<file path="src/rtl/uart_rx16.sv">
// UART receiver with 16x oversampling, driven by a synchronized baud16 strobe.
// Start bit is verified at mid-bit, data/stop sampled every OVERSAMPLE ticks thereafter.
module uart_rx16 #(
  parameter int DATA_BITS  = 8,
  parameter int OVERSAMPLE = 16
) (
  input  logic                 clk_50m,
  input  logic                 rst_n,
  input  logic                 baud16_clk,
  input  logic                 rxd,
  output logic [DATA_BITS-1:0] rx_data,
  output logic                 rx_valid,
  output logic                 frame_err,
  output logic                 busy
);

  typedef enum logic [1:0] {IDLE, START, DATA, STOP} state_t;

  localparam logic [3:0] HALF_LAST = 4'(OVERSAMPLE / 2 - 1);
  localparam logic [3:0] BIT_LAST  = 4'(OVERSAMPLE - 1);
  localparam logic [2:0] BITS_LAST = 3'(DATA_BITS - 1);

  state_t               state, state_nxt;
  logic                 baud_s1, baud_s, baud_prev;
  logic                 rxd_s1, rxd_s;
  logic                 tick;
  logic [3:0]           tick_cnt;
  logic [2:0]           bit_cnt;
  logic [DATA_BITS-1:0] shift_reg;
  logic                 armed;
  logic                 start_mid, bit_end;
  logic                 load_ok, load_err;

  always_ff @(posedge clk_50m or negedge rst_n) begin
    if (!rst_n) begin
      baud_s1   <= 1'b0;
      baud_s    <= 1'b0;
      baud_prev <= 1'b0;
      rxd_s1    <= 1'b0;
      rxd_s     <= 1'b0;
    end else begin
      baud_s1   <= baud16_clk;
      baud_s    <= baud_s1;
      baud_prev <= baud_s;
      rxd_s1    <= rxd;
      rxd_s     <= rxd_s1;
    end
  end

  assign tick      = baud_s & ~baud_prev;
  assign start_mid = tick && ((tick_cnt + 4'd1) == HALF_LAST);
  assign bit_end   = tick && (tick_cnt == BIT_LAST);

  always_ff @(posedge clk_50m or negedge rst_n) begin
    if (!rst_n) state <= IDLE;
    else        state <= state_nxt;
  end

  always_comb begin
    state_nxt = state;
    case (state)
      IDLE:  if (tick && armed && !rxd_s) state_nxt = START;
      START: if (start_mid) state_nxt = rxd_s ? IDLE : DATA;
      DATA:  if (bit_end && (bit_cnt == BITS_LAST)) state_nxt = STOP;
      STOP:  if (bit_end) state_nxt = IDLE;
      default: state_nxt = IDLE;
    endcase
  end

  always_comb begin
    busy     = (state != IDLE);
    load_ok  = (state == STOP) && bit_end && rxd_s;
    load_err = (state == STOP) && bit_end && !rxd_s;
  end

  always_ff @(posedge clk_50m or negedge rst_n) begin
    if (!rst_n) begin
      tick_cnt  <= '0;
      bit_cnt   <= '0;
      shift_reg <= '0;
      armed     <= 1'b0;
      rx_data   <= '0;
      rx_valid  <= 1'b0;
      frame_err <= 1'b0;
    end else begin
      rx_valid  <= load_ok;
      frame_err <= load_err;
      case (state)
        IDLE: begin
          tick_cnt <= '0;
          if (tick && rxd_s) armed <= 1'b1;
        end
        START: begin
          if (start_mid) begin
            tick_cnt <= '0;
            bit_cnt  <= '0;
          end else if (tick) begin
            tick_cnt <= tick_cnt + 4'd1;
          end
        end
        DATA: begin
          if (tick) tick_cnt <= (tick_cnt == BIT_LAST) ? '0 : tick_cnt + 4'd1;
          if (bit_end) begin
            shift_reg <= {rxd_s, shift_reg[DATA_BITS-1:1]};
            bit_cnt   <= bit_cnt + 3'd1;
          end
        end
        STOP: begin
          if (tick) tick_cnt <= (tick_cnt == BIT_LAST) ? '0 : tick_cnt + 4'd1;
          if (load_ok)  rx_data <= shift_reg;
          // A low stop bit disarms so a held-low line cannot retrigger a start.
          if (load_err) armed <= 1'b0;
        end
        default: tick_cnt <= '0;
      endcase
    end
  end

endmodule
</file>
<file path="config.mk">
export PLATFORM = sky130hd
export DESIGN_NAME = uart_rx16
export DESIGN_NICKNAME = d
export VERILOG_FILES = /design/src/rtl/uart_rx16.sv
export SDC_FILE = /design/constraint.sdc
export NUM_CORES = 1
export LEC_CHECK = 0
export ABC_AREA = 1
export CORE_MARGIN = 2
export CORE_UTILIZATION = 30
export CTS_BUF_LIST = sky130_fd_sc_hd__clkbuf_8
export DETAILED_ROUTE_END_ITERATION = 8
export GPL_ROUTABILITY_DRIVEN = 0
export GPL_TIMING_DRIVEN = 0
export RECOVER_POWER = 25
export SLEW_MARGIN = 10
export SYNTH_ARGS = -nofsm -noshare
export SYNTH_HDL_FRONTEND = slang
export SYNTH_SLANG_ARGS = --single-unit
</file>
<file path="constraint.sdc">
create_clock -name clk_50m -period 1.95 [get_ports clk_50m]
set_input_delay 0.4875 -clock clk_50m [delete_from_list [all_inputs] [get_ports clk_50m]]
set_output_delay 0.4875 -clock clk_50m [all_outputs]
set_load 0.005 [all_outputs]
</file>
==> flow_metrics.env <==
export IMPL_cap_violations=0
export IMPL_status="completed"
export IMPL_cts_buffers=5
export IMPL_crit_slowest_cell="dfrtp_2"
export IMPL_rows=25
export IMPL_num_fill_cells=497
export IMPL_synth_cell_types=23
export IMPL_drtIter0Drc=47
export IMPL_clock_fmax_mhz=540
export IMPL_ctsLongestPathBuffers=2
export IMPL_cp_end_kind="primary output"
export IMPL_yosys_area_share_simple_pct=23.2
export IMPL_cts_resized=0
export IMPL_cp_top_family="buffers and inverters"
export IMPL_grt_max_degree=34
export IMPL_wirelength_um=2610
export IMPL_place_hpwl_um=1830
export IMPL_worst_pin_slew_ps=838
export IMPL_path_cells="nor2_4 > inv_1 > clkdlybuf4s50_1"
export IMPL_drc_errors=0
export IMPL_seqPwrFrac_pct=44.3
export IMPL_min_period_ps=1850
export IMPL_cts_sinks=33
export IMPL_syn_area_mm2=0.00152
export IMPL_syn_nets=172
export IMPL_cts_root_buffer="clkbuf_8"
export IMPL_leakagePower_nw=0.919
export IMPL_power_share_clock_pct=35.2
export IMPL_wl_per_cell_um=10.3
export IMPL_slew_limit_headroom_pct=44.1
export IMPL_coreArea_mm2=0.00479
export IMPL_postRouteAntennaNets=0
export IMPL_synth_warnings=0
export IMPL_hold_path_class="input pin to asynchronous set/reset pin"
export IMPL_grt_pass1_vias=1029
export IMPL_hold_violations=0
export IMPL_seq_area_frac_synth_pct=54.4
export IMPL_htreeDepth=2
export IMPL_firstDrtPassIters=4
export IMPL_cp_data_required_time_ps=1460
export IMPL_grt_pass1_wl_um=4630
export IMPL_syn_mean_instance_area_um2=9.25
export IMPL_tritoncts="built"
export IMPL_vdd_ir_drop_max_mv=0.500
export IMPL_critPathMaxStageDelay_ps=450
export IMPL_clk_latency_ps=280
export IMPL_p_int_mw=1.30
export IMPL_p_sw_uw=556
export IMPL_final_nets=193
export IMPL_track_usage_pct=11.2
export IMPL_startpoint_type="flip-flop"
export IMPL_p_sw_share_pct=30.0
export IMPL_setup_viol=0
export IMPL_fp_dieW_um=75.1
export IMPL_synth_xor_area_share_pct=0
export IMPL_rsz0062_at_grt="no"
export IMPL_viasPerCell=4.25
export IMPL_ys_ff_latch=33
export IMPL_dieArea_mm2=0.00564
export IMPL_synth_cells=164
export IMPL_muxShareOfSynthArea_pct=0
export IMPL_port_buffer_count=14
export IMPL_pwr_share_comb_pct=20.5
export IMPL_ctsHoldBuffers=0
export IMPL_synth_compound_area_share_pct=11.8
export IMPL_ios=15
export IMPL_critPathMaxFanout=5
export IMPL_via_count=1076
export IMPL_start_util_pct=31.7
export IMPL_critPathBufInv=2
export IMPL_clk_pin_slew_ps=70
export IMPL_post_route_period_util_pct=95.1
export IMPL_die_h_um=75.1
export IMPL_whs_ps=296
export IMPL_synthAdderAreaFrac_pct=3.30
export IMPL_dp_cells=245
export IMPL_grt_overflow_total=0
export IMPL_clock_skew_ps=5.15
export IMPL_drive_gt1_share_pct=21.5
export IMPL_maxSlewViolCount=0
export IMPL_critPathKind="flip-flop to primary output"
export IMPL_synthToLayoutAreaGrowth_pct=22.7
export IMPL_worst_ep_arrival_time_ps=1370
export IMPL_antenna_cells_inserted=0
export IMPL_postCtsSetupBuffers=0
export IMPL_antenna_found_initial=0
export IMPL_pwr_density_cell_mw_per_mm2=995
export IMPL_synth_top_family_by_area="simple AND/OR/NAND/NOR gates"
export IMPL_stdcell_count=253
cells by family after synthesis:
logic type / after synthesis
AO/OA/AOI/OAI: 23
adder cells (fa/ha/maj): 4
buffers and inverters: 25
flip-flops: 33
AND/OR/NAND/NOR: 79
metal layers:
layer	routed length (µm)	vias up	track usage, %
met2	1130	19	15.6
met1	1340	501	15.5
met3	98	4	4.42
met4	51	0	4.76
met5	0	-	0
li1	-	552	-
power by group through the flow:
stage / Sequential [mW] / Combinational, mW / Clock (mW)
finish: 0.821 / 0.380 / 0.652
global route: 0.829 / 0.447 / 0.709
CTS: 0.810 / 0.382 / 0.675
detailed placement: 0.823 / 0.377 / 0
global placement: 0.824 / 0.378 / 0
floorplan: 0.807 / 0.283 / 0
metrics by stage:
step	utilization [%]	cell area (µm²)	power [mW]	TNS [ps]	setup slack, ps
2_1_floorplan	-	1520	1.09	0	568
3_3_place_gp	36.4	1740	1.20	-11900	-362
3_5_place_dp	36.3	1740	1.20	0	325
4_1_cts	38.7	1850	1.87	0	3.47
5_1_grt	38.9	1860	1.98	0	8.75
6_report	38.9	1860	1.85	0	96.5
Yosys cell counts (all sizes together):
| cell type | instances | area share [%] |
|---|---|---|
| buf | 2 | 1.5 |
| nand4 | 1 | 0.41 |
| or2 | 1 | 0.41 |
| o21bai | 1 | 0.49 |
| inv | 21 | 5.2 |
| nand3 | 7 | 3.1 |
| ha | 4 | 3.3 |
| o31ai | 1 | 0.49 |
| dfrtp | 33 | 54 |
| a21oi | 2 | 0.66 |
| nor2 | 13 | 4.0 |
| nand2 | 57 | 15 |
| clkinv | 2 | 0.58 |
| o21ai | 18 | 9.6 |
| a21boi | 1 | 0.49 |
area by class of cell:
| type | instances | area (µm²) | area share (%) |
|---|---|---|---|
| Sequential cell | 33 | 827 | 44.4 |
| Clock buffer | 6 | 82.6 | 4.44 |
| Multi-Input combinational cell | 106 | 589 | 31.7 |
| Buffer | 2 | 22.5 | 1.21 |
| Timing Repair Buffer | 14 | 135 | 7.26 |
| Inverter | 23 | 87.6 | 4.70 |
| Clock inverter | 2 | 33.8 | 1.81 |
| Tap cell | 67 | 83.8 | 4.50 |
final timing paths:
kind,from,end,slack (ps),depth (start not counted)
worst max-delay path,flip-flop,busy,100,3
worst min-delay path,rst_n,rx_valid$_DFF_PN0_,300,1
worst max register to register,tick_cnt[0]$_DFFE_PN0P_,bit_cnt[2]$_DFFE_PN0P_,380,9
worst min register to register,baud_s1$_DFF_PN0_,baud_s$_DFF_PN0_,350,0
max in group asynchronous,rst_n,asynchronous set/reset pin,1070,1
min in group clk_50m,baud_s1$_DFF_PN0_,baud_s$_DFF_PN0_,350,0
cell usage in the layout, fill, tap and decap left out, drive strengths merged, types with 2 or more instances in the layout:
cell type	n
ha	4
dfrtp	33
buf	2
nand3	7
inv	22
clkbuf	7
o21ai	18
dlygate4sd3	2
nand2	57
clkdlybuf4s50	11
a21oi	2
nor2	13
clkinv	2
Note: power is estimated with default switching activity, not from simulation.
